### config.mk
export PLATFORM = sky130hd
export DESIGN_NAME = apb_master_bridge_flat
export DESIGN_NICKNAME = d
export VERILOG_FILES = /design/src/rtl/apb_master_bridge_if.sv /design/src/rtl/apb_master_bridge.sv /design/src/flat_wrapper.sv
export SDC_FILE = /design/constraint.sdc
export NUM_CORES = 1
export LEC_CHECK = 0
export BUFFER_PORTS_ARGS = -buffer_cell sky130_fd_sc_hd__buf_2
export CAP_MARGIN = 25
export CORE_ASPECT_RATIO = 0.9
export CORE_UTILIZATION = 48
export CTS_BUF_LIST = sky130_fd_sc_hd__clkbuf_2
export DETAILED_ROUTE_END_ITERATION = 8
export HOLD_SLACK_MARGIN = 0.06
export PLACE_DENSITY_LB_ADDON = 0.15
export SYNTH_ARGS = -nofsm -noshare
export SYNTH_HDL_FRONTEND = slang
export SYNTH_SLANG_ARGS = --single-unit
export TNS_END_PERCENT = 30
### constraint.sdc
create_clock -name i_clk -period 2.5 [get_ports i_clk]
set_input_delay 0.125 -clock i_clk [delete_from_list [all_inputs] [get_ports i_clk]]
set_output_delay 0.125 -clock i_clk [all_outputs]
set_load 0.02 [all_outputs]
### src/rtl/apb_master_bridge_if.sv
// Command/response handshakes plus the APB master port of apb_master_bridge.
// The master modport is the bridge side; the slave modport is the environment side.
interface apb_master_bridge_if #(
    parameter int DW = 32,
    parameter int AW = 5
) ();
    logic          i_cmd_valid;
    logic          o_cmd_ready;
    logic [AW-1:0] i_cmd_addr;
    logic          i_cmd_write;
    logic [DW-1:0] i_cmd_wdata;

    logic          o_rsp_valid;
    logic          i_rsp_ready;
    logic [DW-1:0] o_rsp_rdata;
    logic          o_rsp_err;

    logic [AW-1:0] o_paddr;
    logic          o_pwrite;
    logic          o_psel;
    logic          o_penable;
    logic [DW-1:0] o_pwdata;
    logic [DW-1:0] i_prdata;
    logic          i_pslverr;
    logic          i_pready;

    modport master (
        input  i_cmd_valid, i_cmd_addr, i_cmd_write, i_cmd_wdata,
        output o_cmd_ready,
        output o_rsp_valid, o_rsp_rdata, o_rsp_err,
        input  i_rsp_ready,
        output o_paddr, o_pwrite, o_psel, o_penable, o_pwdata,
        input  i_prdata, i_pslverr, i_pready
    );

    modport slave (
        output i_cmd_valid, i_cmd_addr, i_cmd_write, i_cmd_wdata,
        input  o_cmd_ready,
        input  o_rsp_valid, o_rsp_rdata, o_rsp_err,
        output i_rsp_ready,
        input  o_paddr, o_pwrite, o_psel, o_penable, o_pwdata,
        output i_prdata, i_pslverr, i_pready
    );
endinterface

### src/rtl/apb_master_bridge.sv
// Single-outstanding command-to-APB bridge: accept -> rsp_valid in 3 cycles plus PREADY waits.
// cmd_ready only in IDLE; response held until rsp_ready. APB_MASTER_TIMEOUT_EN adds an ACCESS abort timer.
module apb_master_bridge #(
    parameter int DW             = 32,
    parameter int AW             = 5,
    parameter int TIMEOUT_CYCLES = 16
) (
    input  logic               i_clk,
    input  logic               i_reset,
    apb_master_bridge_if.master bus
);

    if (AW < 1 || AW > 32) begin : g_bad_aw
        $error("apb_master_bridge: AW must be in 1..32");
    end
    if (TIMEOUT_CYCLES < 2) begin : g_bad_timeout
        $error("apb_master_bridge: TIMEOUT_CYCLES must be at least 2");
    end

    typedef enum logic [1:0] {IDLE, SETUP, ACCESS, RESP} state_t;

    state_t        state_q, state_d;
    logic [AW-1:0] paddr_q, paddr_d;
    logic          pwrite_q, pwrite_d;
    logic [DW-1:0] pwdata_q, pwdata_d;
    logic          psel_q, psel_d;
    logic          penable_q, penable_d;
    logic          rsp_valid_q, rsp_valid_d;
    logic [DW-1:0] rsp_rdata_q, rsp_rdata_d;
    logic          rsp_err_q, rsp_err_d;

`ifdef APB_MASTER_TIMEOUT_EN
    localparam int CW = $clog2(TIMEOUT_CYCLES) + 1;
    logic [CW-1:0] cnt_q, cnt_d;
`endif

    always_comb begin
        state_d     = state_q;
        paddr_d     = paddr_q;
        pwrite_d    = pwrite_q;
        pwdata_d    = pwdata_q;
        psel_d      = psel_q;
        penable_d   = penable_q;
        rsp_valid_d = rsp_valid_q;
        rsp_rdata_d = rsp_rdata_q;
        rsp_err_d   = rsp_err_q;
`ifdef APB_MASTER_TIMEOUT_EN
        cnt_d       = cnt_q;
`endif
        case (state_q)
            IDLE: begin
                if (bus.i_cmd_valid) begin
                    paddr_d   = bus.i_cmd_addr;
                    pwrite_d  = bus.i_cmd_write;
                    pwdata_d  = bus.i_cmd_wdata;
                    psel_d    = 1'b1;
                    penable_d = 1'b0;
                    state_d   = SETUP;
                end
            end
            SETUP: begin
                penable_d = 1'b1;
                state_d   = ACCESS;
`ifdef APB_MASTER_TIMEOUT_EN
                cnt_d     = '0;
`endif
            end
            ACCESS: begin
                if (bus.i_pready) begin
                    rsp_rdata_d = pwrite_q ? '0 : bus.i_prdata;
                    rsp_err_d   = bus.i_pslverr;
                    psel_d      = 1'b0;
                    penable_d   = 1'b0;
                    rsp_valid_d = 1'b1;
                    state_d     = RESP;
                end
`ifdef APB_MASTER_TIMEOUT_EN
                // Abort on the TIMEOUT_CYCLES-th stalled ACCESS cycle.
                else if (cnt_q == CW'(TIMEOUT_CYCLES - 1)) begin
                    rsp_rdata_d = '0;
                    rsp_err_d   = 1'b1;
                    psel_d      = 1'b0;
                    penable_d   = 1'b0;
                    rsp_valid_d = 1'b1;
                    state_d     = RESP;
                end else begin
                    cnt_d = cnt_q + 1'b1;
                end
`endif
            end
            RESP: begin
                if (bus.i_rsp_ready) begin
                    rsp_valid_d = 1'b0;
                    state_d     = IDLE;
                end
            end
            default: state_d = IDLE;
        endcase
    end

    always_ff @(posedge i_clk or posedge i_reset) begin
        if (i_reset) begin
            state_q     <= IDLE;
            paddr_q     <= '0;
            pwrite_q    <= 1'b0;
            pwdata_q    <= '0;
            psel_q      <= 1'b0;
            penable_q   <= 1'b0;
            rsp_valid_q <= 1'b0;
            rsp_rdata_q <= '0;
            rsp_err_q   <= 1'b0;
`ifdef APB_MASTER_TIMEOUT_EN
            cnt_q       <= '0;
`endif
        end else begin
            state_q     <= state_d;
            paddr_q     <= paddr_d;
            pwrite_q    <= pwrite_d;
            pwdata_q    <= pwdata_d;
            psel_q      <= psel_d;
            penable_q   <= penable_d;
            rsp_valid_q <= rsp_valid_d;
            rsp_rdata_q <= rsp_rdata_d;
            rsp_err_q   <= rsp_err_d;
`ifdef APB_MASTER_TIMEOUT_EN
            cnt_q       <= cnt_d;
`endif
        end
    end

    assign bus.o_cmd_ready = (state_q == IDLE);
    assign bus.o_paddr     = paddr_q;
    assign bus.o_pwrite    = pwrite_q;
    assign bus.o_pwdata    = pwdata_q;
    assign bus.o_psel      = psel_q;
    assign bus.o_penable   = penable_q;
    assign bus.o_rsp_valid = rsp_valid_q;
    assign bus.o_rsp_rdata = rsp_rdata_q;
    assign bus.o_rsp_err   = rsp_err_q;

endmodule

### src/flat_wrapper.sv
// flat-port wrapper written by rule: the top's interface ports become plain ports
module apb_master_bridge_flat 
#(
    parameter int DW             = 32,
    parameter int AW             = 5,
    parameter int TIMEOUT_CYCLES = 16
)
  (i_clk, i_reset, bus_i_cmd_valid, bus_i_cmd_addr, bus_i_cmd_write, bus_i_cmd_wdata, bus_o_cmd_ready, bus_o_rsp_valid, bus_o_rsp_rdata, bus_o_rsp_err, bus_i_rsp_ready, bus_o_paddr, bus_o_pwrite, bus_o_psel, bus_o_penable, bus_o_pwdata, bus_i_prdata, bus_i_pslverr, bus_i_pready);
  apb_master_bridge_if #(.DW(DW), .AW(AW)) bus_i ();
  input  logic i_clk;
  input  logic i_reset;
  input wire logic [$bits(bus_i.i_cmd_valid)-1:0] bus_i_cmd_valid;
  input wire logic [$bits(bus_i.i_cmd_addr)-1:0] bus_i_cmd_addr;
  input wire logic [$bits(bus_i.i_cmd_write)-1:0] bus_i_cmd_write;
  input wire logic [$bits(bus_i.i_cmd_wdata)-1:0] bus_i_cmd_wdata;
  output wire logic [$bits(bus_i.o_cmd_ready)-1:0] bus_o_cmd_ready;
  output wire logic [$bits(bus_i.o_rsp_valid)-1:0] bus_o_rsp_valid;
  output wire logic [$bits(bus_i.o_rsp_rdata)-1:0] bus_o_rsp_rdata;
  output wire logic [$bits(bus_i.o_rsp_err)-1:0] bus_o_rsp_err;
  input wire logic [$bits(bus_i.i_rsp_ready)-1:0] bus_i_rsp_ready;
  output wire logic [$bits(bus_i.o_paddr)-1:0] bus_o_paddr;
  output wire logic [$bits(bus_i.o_pwrite)-1:0] bus_o_pwrite;
  output wire logic [$bits(bus_i.o_psel)-1:0] bus_o_psel;
  output wire logic [$bits(bus_i.o_penable)-1:0] bus_o_penable;
  output wire logic [$bits(bus_i.o_pwdata)-1:0] bus_o_pwdata;
  input wire logic [$bits(bus_i.i_prdata)-1:0] bus_i_prdata;
  input wire logic [$bits(bus_i.i_pslverr)-1:0] bus_i_pslverr;
  input wire logic [$bits(bus_i.i_pready)-1:0] bus_i_pready;
  assign bus_i.i_cmd_valid = bus_i_cmd_valid;
  assign bus_i.i_cmd_addr = bus_i_cmd_addr;
  assign bus_i.i_cmd_write = bus_i_cmd_write;
  assign bus_i.i_cmd_wdata = bus_i_cmd_wdata;
  assign bus_o_cmd_ready = bus_i.o_cmd_ready;
  assign bus_o_rsp_valid = bus_i.o_rsp_valid;
  assign bus_o_rsp_rdata = bus_i.o_rsp_rdata;
  assign bus_o_rsp_err = bus_i.o_rsp_err;
  assign bus_i.i_rsp_ready = bus_i_rsp_ready;
  assign bus_o_paddr = bus_i.o_paddr;
  assign bus_o_pwrite = bus_i.o_pwrite;
  assign bus_o_psel = bus_i.o_psel;
  assign bus_o_penable = bus_i.o_penable;
  assign bus_o_pwdata = bus_i.o_pwdata;
  assign bus_i.i_prdata = bus_i_prdata;
  assign bus_i.i_pslverr = bus_i_pslverr;
  assign bus_i.i_pready = bus_i_pready;
  apb_master_bridge #(.DW(DW), .AW(AW), .TIMEOUT_CYCLES(TIMEOUT_CYCLES)) u_core (.i_clk(i_clk), .i_reset(i_reset), .bus(bus_i));
endmodule
Word-level counts from Yosys, hierarchy flattened
Index checks and enable logic that the tools add are counted.
{"block": "word_totals", "regBits": 76, "latchBits": 0, "ram_bits": 0, "rom_bits": 0, "in_bits": 76, "out_inout_bits": 75, "elab_cells": 38, "memories": 0}
{"block": "op_classes", "add_sub_neg": 0, "n_mul": 0, "div": 0, "magnitude_cmp": 0, "eq_ne": 6, "shifts": 0, "muxes": 13, "bitwise_logic": 0, "n_reduce_logical": 10}
{"cell": "$mux W32", "n": 1}
{"cell": "$reduce_and A3 Y1", "n": 4}
{"cell": "$pmux W2 S4", "n": 1}
{"cell": "$mux W2", "n": 3}
{"cell": "$ne A2 B2 Y1 const B", "n": 3}
{"cell": "$mux W1", "n": 5}
{"cell": "$eq A2 B2 Y1 const B", "n": 2}
{"cell": "$pmux W1 S2", "n": 2}
{"cell": "$reduce_and A2 Y1", "n": 2}
{"cell": "$reduce_bool A2 Y1", "n": 2}
{"cell": "$pmux W1 S3", "n": 1}
{"cell": "$reduce_bool A3 Y1", "n": 1}
{"cell": "$eq A2 B1 Y1 const B", "n": 1}
{"cell": "$logic_not A2 Y1", "n": 1}

Logic depth before layout (Yosys ltp)
{"block": "depth", "ltp_word": 3, "ltp_mapped": 7, "depth_no_buf": 5}

Worst setup path after synthesis
Ideal clock, no wire load.
{"block": "synth_timing", "path_type": "register to register", "start": "register u_core.state_q[0]", "end": "register u_core.penable_q (netlist: u_core.bus.o_penable)", "setup_ns": 0.125, "t_arrival_ns": 1.390, "t_required_ns": 2.375, "setup_slack_ns": 0.985, "stages_incl_launch_ff": 6, "n_path_buf": 0, "synth_period_minus_slack_ns": 1.515, "cell_sequence": "dfrtp_1 inv_1 ha_1 mux2i_1 nor2_1 mux2_2"}
{"block": "synth_between", "elab_chain_cells": 3, "word_cells_on_any_way": 8, "classes_between": "eq/ne (4); mux (1); reduce/logical (3)"}
{"item": "from (decl)", "line": "apb_master_bridge.sv:22", "source": "state_t state_q, state_d;"}
{"item": "from (signal assigned)", "line": "apb_master_bridge.sv:116", "source": "state_q <= state_d;"}
{"item": "$logic_not A2 Y1 (*)"}
{"item": "named net bus_o_cmd_ready", "line": "flat_wrapper.sv:16", "source": "output wire logic [$bits(bus_i.o_cmd_ready)-1:0] bus_o_cmd_ready;"}
{"item": "$ne A2 B2 Y1 (no source line) / $reduce_bool A3 Y1 (equally long branches)"}
{"item": "$reduce_and A3 Y1 (no source line)"}
{"item": "to (signal assigned)", "line": "apb_master_bridge.sv:121", "source": "penable_q <= penable_d;"}
{"item": "to (decl)", "line": "apb_master_bridge.sv:27", "source": "logic penable_q, penable_d;"}
Mark *: on every way through the listed nets, which the timed path passes. The rest lies on a longest branch.
A chain may end at the register's enable or synchronous reset.

Worst setup path in the final report
{"block": "layout_timing", "start": "register u_core.state_q[0]", "end": "register u_core.psel_q (netlist: u_core.bus.o_psel)"}
{"block": "layout_between", "elab_chain_cells": 3, "word_cells_on_any_way": 7, "classes_between": "eq/ne (3); mux (1); reduce/logical (3)"}
{"item": "$eq A2 B2 Y1 / $logic_not A2 Y1 (equally long branches)", "line": "apb_master_bridge.sv:50", "source": "case (state_q)"}
{"item": "$ne A2 B2 Y1 (no source line) / $reduce_bool A2 Y1 (equally long branches)"}
{"item": "$reduce_and A3 Y1 (no source line)"}
{"item": "to (signal assigned)", "line": "apb_master_bridge.sv:120", "source": "psel_q <= psel_d;"}
{"item": "to (decl)", "line": "apb_master_bridge.sv:26", "source": "logic psel_q, psel_d;"}
Several ways; a longest one is shown, not always the timed one.

==> results.cfg <==
[timing]
timing.slew.headroom_pct = 41.87
report.final.slew_viol_count = 0
hold_viol = 0
tightest_slew_ns = 0.8720
fin_crit_ns = 2.308
clock_skew_ns = 0.01631
rsz0062_at_grt = no
fmax_ghz = 0.4332
setup_viol = 0
post-route-period-util_pct = 92.34
finalSetupTns_ns = 0

[drt]
detail-route-antenna-nets = 0
wl_per_cell_um = 14.45
first_pass_iters = 4
vias_per_cell = 4.714
vias = 2706
drtIter0Drc = 81
drc = 0
wirelength_um = 8295

[worst_hold_path]
hold_path_class = in2async

[logic_synthesis]
yosysMostFrequentCell = dfrtp_1
ys_types = 18
async_reset_ff_share_pct = 100.0
yosys-top-cells-area = dfrtp_1 60%, mux2_4 9.4%, mux2_2 7.1%
synth_flop_cell = dfrtp_1
ys_seq_area_share_pct = 59.56
synth_top_area_share_pct = 59.56
synth_top_area_cell = dfrtp_1
syn_area_mm2 = 0.003193
ys_ff_latch = 76
synth_common_cells = 76 x dfrtp_1, 35 x o21ai_0, 34 x nand2_1
yosys_warnings = 0
syn_area_per_cell_um2 = 12.57
synth_edf_count = 0
netlist_instances = 254
synth_nets = 336

[worst_setup_path]
worstSetupEndpointType = register
rrSetupSlack_ns = 0.19
rr_worst_depth = 7
cp_max_fo = 5
cp_data_required_time_ns = 2.95
r2r-start = u_core.state_q[0]
crit_arrival_ns = 2.76
crit_type = reg2reg
cp-start-kind = register
rr_endpoint = u_core.bus.o_psel

[die]
die_w_um = 87.97
die_h_um = 79.38
ios = 151
rows = 27
core_mm2 = 0.006284
initial_core_util_pct = 50.82
die_area_mm2 = 0.006983

[power]
p_per_area_mw_per_mm2 = 1156
ir_drop_mv = 0.6678
p_leak_uw = 0.002538
p_total_uw = 5701

[cts]
hold_buffers = 77
cts_buffer_depth = 2
cts_resized = 0
clock_latency_ns = 0.51
clock-sinks = 76
clkTransAtPathRegs_ns = 0.21
cts-buffers-inserted = 9
h-tree-depth = 3
clockRootBuffer = clkbuf_2
cts_tree = built
post_cts_buffers = 0

[grt]
antenna_found_initial = 0
grt_overflow_total = 0
grt_max_degree = 43
grt_pass1_vias = 2854
grt_first_pass_wirelength_um = 13320
grt_usage_pct = 25.63

[placement]
port_buffers = 150
dp_hpwl_um = 5026
gp_congestion = 0.7144

[layout]
diodes = 0
area_growth_pct = 54.39
fin_nets = 564
drive_gt1_share_pct = 43.74

[status]
status = finished clean

[flow_run]
maxCapViolCount = 0
[layout make-up]
cell class	count	area, µm²
flip-flops and latches	76	1902
repair buffers	231	1589
fillers	422	1354
multi-input cells	158	1194
well taps	87	108.9
clock inverters	7	67.56
clock buffers	9	45.04
inverters	6	23.77
[worst max-delay path, cell delays in order, from the launching register on]
cell and delay (ns):
dfrtp_1 0.44, inv_1 0.14, ha_1 0.27, inv_1 0.06
o21ai_0 0.14, dlygate4sd3_1 0.56, o2bb2ai_1 0.10, dlygate4sd3_1 0.55
[per-stage QoR]
step | cells | setup WS, ns | utilization (%) | cell area [µm²] | hold slack, ns
floorplan | 254 | 0.4367 | - | 3193 | 0.2735
global placement | 481 | 0.8205 | 64.40 | 4046 | 0.1985
detailed placement | 481 | 0.7279 | 64.40 | 4046 | 0.2027
CTS | 574 | 0.1938 | 78.45 | 4930 | 0.1379
global route | 574 | 0.06042 | 78.45 | 4930 | 0.1793
finish | 574 | 0.1916 | 78.45 | 4930 | 0.1933
[worst max path at each step]
| stage | startpoint | end | slack, ns | depth (start not counted) |
|---|---|---|---|---|
| after floorplan | i_reset | u_core.bus.o_paddr[0] | 0.44 | 1 |
| after global placement | u_core.state_q[0] | u_core.bus.o_pwdata[23] | 0.82 | 5 |
| after detailed placement | u_core.state_q[1] | u_core.bus.o_pwdata[30] | 0.73 | 5 |
| after CTS | u_core.state_q[0] | u_core.bus.o_psel | 0.19 | 7 |
| after global routing | u_core.state_q[0] | u_core.bus.o_psel | 0.06 | 7 |
| final | u_core.state_q[0] | u_core.bus.o_psel | 0.19 | 7 |
[metal layers]
metal  vias up  global-route usage [%]  part of all wire (%)
li1       1298                       -                     -
met1      1273                   27.54                    39
met2       112                   46.12                    52
met3        23                   7.446                   6.5
met4         0                   11.64                   2.8
met5         -                       0                     0
[where the power goes]
group / internal, µW / total, µW / switching [µW]
Sequential: 1810 / 2190 / 379
Combinational: 1280 / 2860 / 1570
Clock: 225 / 650 / 425
[logic make-up after synthesis]
family                   count (synthesis)  share of synthesized area, %
adder cells (fa/ha/maj)                  6                         2.351
buffers and inverters                   20                         3.213
AO/OA/AOI/OAI                           39                         6.544
multiplexers                            43                         17.44
flip-flops                              76                         59.56
AND/OR/NAND/NOR                         70                         10.89
[placed cells by master (no fill, tap or decap)]
cell and instances:
buf_2 150, dlygate4sd3_1 77, dfrtp_1 76, o21ai_0 35, nand2b_1 33, nand2_1 32, mux2_4 20, mux2_2 20
clkbuf_2 9, ha_1 6, inv_1 5, clkinv_2 3, buf_12 3, nand2_2 2, a21oi_1 2, mux2i_1 2
nor2_1 2, clkinvlp_4 2, nor2b_1 1, a221oi_2 1, mux2_1 1, o2bb2ai_1 1, clkinv_4 1, bufinv_16 1
clkinv_1 1, buf_4 1
[flip-flops by register name, indices dropped and copies added, names as in the netlist]
signal,flops
u_core.state_q,2
u_core.bus.o_penable,1
u_core.bus.o_rsp_valid,1
u_core.bus.o_pwdata,32
u_core.bus.o_rsp_err,1
u_core.bus.o_psel,1
u_core.bus.o_rsp_rdata,32
u_core.bus.o_pwrite,1
u_core.bus.o_paddr,5
No activity file was read; power rests on OpenSTA's default activity.
